`src/rtl/fetch_unit.sv`:
```
// Instruction-fetch stage: owns the PC, picks the 16-bit instruction word out of a
// 32-bit cache line and registers it together with the following constant word.
module fetch_unit #(
    parameter logic [15:0] RESET_PC = 16'h0000
) (
    input  logic        clk,
    input  logic        a_rst,
    input  logic [31:0] fetch_opc,
    input  logic        hold,
    input  logic        pc_w,
    input  logic [15:0] pc_alu,
    input  logic        pc_inc,
    input  logic        pc_inv,
    output logic [15:0] pc_out,
    output logic [15:0] ir_out,
    output logic [15:0] k16_out,
    output logic        ir_valid
);

    localparam logic [15:0] RESET_PC_EVEN = RESET_PC & 16'hFFFE;

    logic [15:0] pc;
    logic [15:0] ir;
    logic [15:0] k16;
    logic        valid;

    logic [15:0] sel_word;
    logic [15:0] const_word;
    logic [15:0] pc_next;
    logic        valid_next;

    // The constant word only exists for even-aligned instructions; an odd
    // instruction sits in the low half and its successor lives in the next line.
    always_comb begin
        sel_word   = fetch_opc[31:16];
        const_word = fetch_opc[15:0];
        if (pc[1]) begin
            sel_word   = fetch_opc[15:0];
            const_word = 16'h0000;
        end
    end

    // A branch load overrides a stall so a taken branch is never lost.
    always_comb begin
        pc_next = pc;
        if (pc_w)
            pc_next = pc_alu & 16'hFFFE;
        else if (!hold && pc_inc)
            pc_next = pc + 16'd2;
    end

    // The line captured alongside a branch belongs to the old PC, so it is dropped.
    always_comb begin
        valid_next = 1'b1;
        if (pc_inv || pc_w)
            valid_next = 1'b0;
        else if (hold)
            valid_next = valid;
    end

    always_ff @(posedge clk or negedge a_rst) begin
        if (!a_rst) begin
            pc    <= RESET_PC_EVEN;
            ir    <= 16'h0000;
            k16   <= 16'h0000;
            valid <= 1'b0;
        end else begin
            pc    <= pc_next;
            valid <= valid_next;
            if (!hold) begin
                ir  <= sel_word;
                k16 <= const_word;
            end
        end
    end

    assign pc_out   = pc;
    assign ir_out   = ir;
    assign k16_out  = k16;
    assign ir_valid = valid;

endmodule

```
`config.mk`:
```
export PLATFORM = sky130hd
export DESIGN_NAME = fetch_unit
export DESIGN_NICKNAME = d
export VERILOG_FILES = /design/src/rtl/fetch_unit.sv
export SDC_FILE = /design/constraint.sdc
export NUM_CORES = 1
export LEC_CHECK = 0
export ABC_AREA = 1
export CAP_MARGIN = 15
export CORE_MARGIN = 3
export CORE_UTILIZATION = 25
export DETAILED_ROUTE_END_ITERATION = 8
export DONT_BUFFER_PORTS = 1
export HOLD_SLACK_MARGIN = 0.08
export MAX_ROUTING_LAYER = met4
export SYNTH_ARGS = -nofsm -noshare
export SYNTH_HDL_FRONTEND = slang
export SYNTH_SLANG_ARGS = --single-unit
```
`constraint.sdc`:
```
create_clock -name clk -period 1.56 [get_ports clk]
set_clock_uncertainty 0.2 [all_clocks]
set_input_delay 0.156 -clock clk [delete_from_list [all_inputs] [get_ports clk]]
set_output_delay 0.156 -clock clk [all_outputs]
set_load 0.03 [all_outputs]
```
==> results.toml <==
[drt]
routed_wl_um = 7905
drc = 0
drt_iter0_drc = 128
dr.pass1.iters = 4
final_antenna_net_count = 0
vias_per_cell = 4.593
wl_per_cell_um = 15.38
dr_total_vias = 2361

[sta]
period_minus_slack_ns = 1.508
max_freq_ghz = 0.6632
final_hold_viol_count = 0
slew_headroom_pct = 65.32
worst_pin_slew_ns = 0.5202
slew_violations = 0
tns_ns = 0
setup_viol = 0
period_share_pct = 96.66
grt_setup_unrepaired = "yes"
whs_ns = 0.09203
layout_setup_ws_ns = 0.05210

[cells_and_area]
postLayoutCellArea_um2 = 3466
areaGrowthSynthToFinish_pct = 44.20
final_core_util_pct = 37.33
multiInputGateArea_um2 = 1071
n_antenna_cell = 0
nFillCells = 940
drive_gt1_share_pct = 13.77
ff_latch_area_um2 = 1207
fin_nets = 439

[placed_design]
place_congestion = 0.8212
postPlaceCellArea_um2 = 2676
port_buffers = 0
dpl.hpwl_um = 4994
place_ws_ns = 0.03648

[die]
rows = 35
core_region_area_um2 = 9284
die_h_um = 104.1
dieArea_um2 = 10830
die_w_um = 104.1
start_util_pct = 25.89
io_pins = 103

[job]
maxCapViolCount = 0

[global_routing]
grt_pass1_wl_um = 12870
antenna_found_initial = 0
grt_max_degree = 49
grt_busiest_layer = "met2"
overflow = 0
grt_util_met2_pct = 24.84
grt_use_total_pct = 15.01
grtUsageMet1_pct = 18.81
grt_pass1_vias = 2446
grt.met3_usage_pct = 3.352

[synthesis]
synth_cells = 309
syn_area_um2 = 2404
synth_cell_type_count = 29
ys_ff_latch = 48
ys_warn_count = 0
postSynthAreaPerCell_um2 = 7.778
syn-num-nets = 364
ys_seq_area_share_pct = 49.97

[worst_setup_path]
crit_type = "register to register"
crit_path_end_kind = "register"
crit_required_ns = 1.55
cp-start-kind = "register"
r2r_cells = 8
worst_ep_arrival_time_ns = 1.50
crit_path_max_fanout = 4

[hold_path]
hold_depth = 4
hp-class = "primary input to register"

[clock_tree]
clockBufferDepth = 2
htree_levels = 2
cts_setup_buffers = 0
cts-root-buf = "clkbuf_8"
clock_latency_ns = 0.29
cts_inserted_buffers = 5
cts_tree = "yes"
path_clk_slew_ns = 0.09
clock_sinks = 48

[run_status]
status = "completed"

[pwr]
leakagePower_nw = 1.589
pwr_density_cell_nw_per_um2 = 941.6
vdd_ir_drop_max_v = 0.0003690
## cells in the final DEF (no fill, tap or decap), drive strengths merged, types with 4 or more instances in the layout
cell type and count:
nor2 36, a21oi 33, inv 20, clkbuf 9
dlygate4sd3 56, o211ai 4, dfrtp 48, o21ai 5
nand2 101, buf 23, nand3 33
## power by group
group	total [mW]	leakage, nW	internal, mW	switching, mW
clock network	0.777	0.0455	0.363	0.414
registers	1.73	0.577	1.39	0.342
logic	0.759	0.967	0.334	0.424
total	3.26	1.59	2.08	1.18
## through the flow
stage / power (mW) / cells
detailed placement: 2.301 / 444
finish: 3.264 / 514
global route: 3.461 / 514
CTS: 3.291 / 513
floorplan: 2.116 / 309
global placement: 2.278 / 444
## layout make-up
type	instances	share of cell area, %
clock buffers	8	2.599
inverters	21	2.744
multi-input cells	226	30.90
flip-flops and latches	48	34.84
well taps	129	4.657
repair buffers	82	24.26
## kinds of logic after synthesis
family          synth area share (%)
flops                          49.97
fa+ha+maj                     0.5205
buf+inv                        6.611
simple gates                   31.34
other cells                   0.1560
compound gates                 11.04
xor+xnor                      0.3645
## state kept, by name (all words and copies together) (netlist names)
signal / count
ir_out: 16
k16_out: 16
ir_valid: 1
pc_out: 15
## synth_stat cells, drive strengths merged
cell / number / area [um2]
a21oi: 33 / 165.2
o22ai: 1 / 6.260
o21bai: 2 / 15.01
conb: 1 / 3.750
nand3: 33 / 175.2
ha: 1 / 12.51
bufinv: 1 / 17.52
a31oi: 1 / 6.260
nand4: 3 / 18.77
nor2: 36 / 137.6
o21ai: 5 / 25.02
clkbuf: 5 / 18.77
a22o: 1 / 8.760
dfrtp: 48 / 1201
buf: 9 / 47.55
nor3: 2 / 21.27
o211ai: 4 / 30.03
xor2: 1 / 8.760
o311ai: 1 / 8.760
inv: 20 / 75.07
nand2: 101 / 400.4
## layer usage
layer | share of wire (%) | routed length, um
met3 | 5.2 | 408
met1 | 45 | 3535
met4 | 1.0 | 80
met5 | 0 | 0
met2 | 49 | 3881
## worst max-delay path, stage by stage (launching register included)
cell and delay (ns):
dfrtp_2 0.42, ha_4 0.16, nand3_2 0.13, inv_2 0.10, nand2_2 0.07, nor2_2 0.13
nand2_1 0.06, nand3_1 0.06, nand3_1 0.06
## timing repair
action                                 4_1_cts  5_1_grt
hold buffers                                61        0
setup endpoints to repair                    0       27
gates resized for setup                      0       13
endpoints found under the hold margin       96        0
## final timing paths
path | slack [ns] | end | from
max | 0.05 | pc_out[11] | pc_out[1]
min | 0.09 | ir_out[7] | hold
max reg2reg | 0.05 | pc_out[11] | pc_out[1]
min reg2reg | 0.39 | pc_out[7] | pc_out[7]
max in group asynchronous | 0.76 | k16_out[12] | a_rst
min in group asynchronous | 0.17 | pc_out[14] | a_rst
Note: power is estimated with default switching activity, not from simulation.
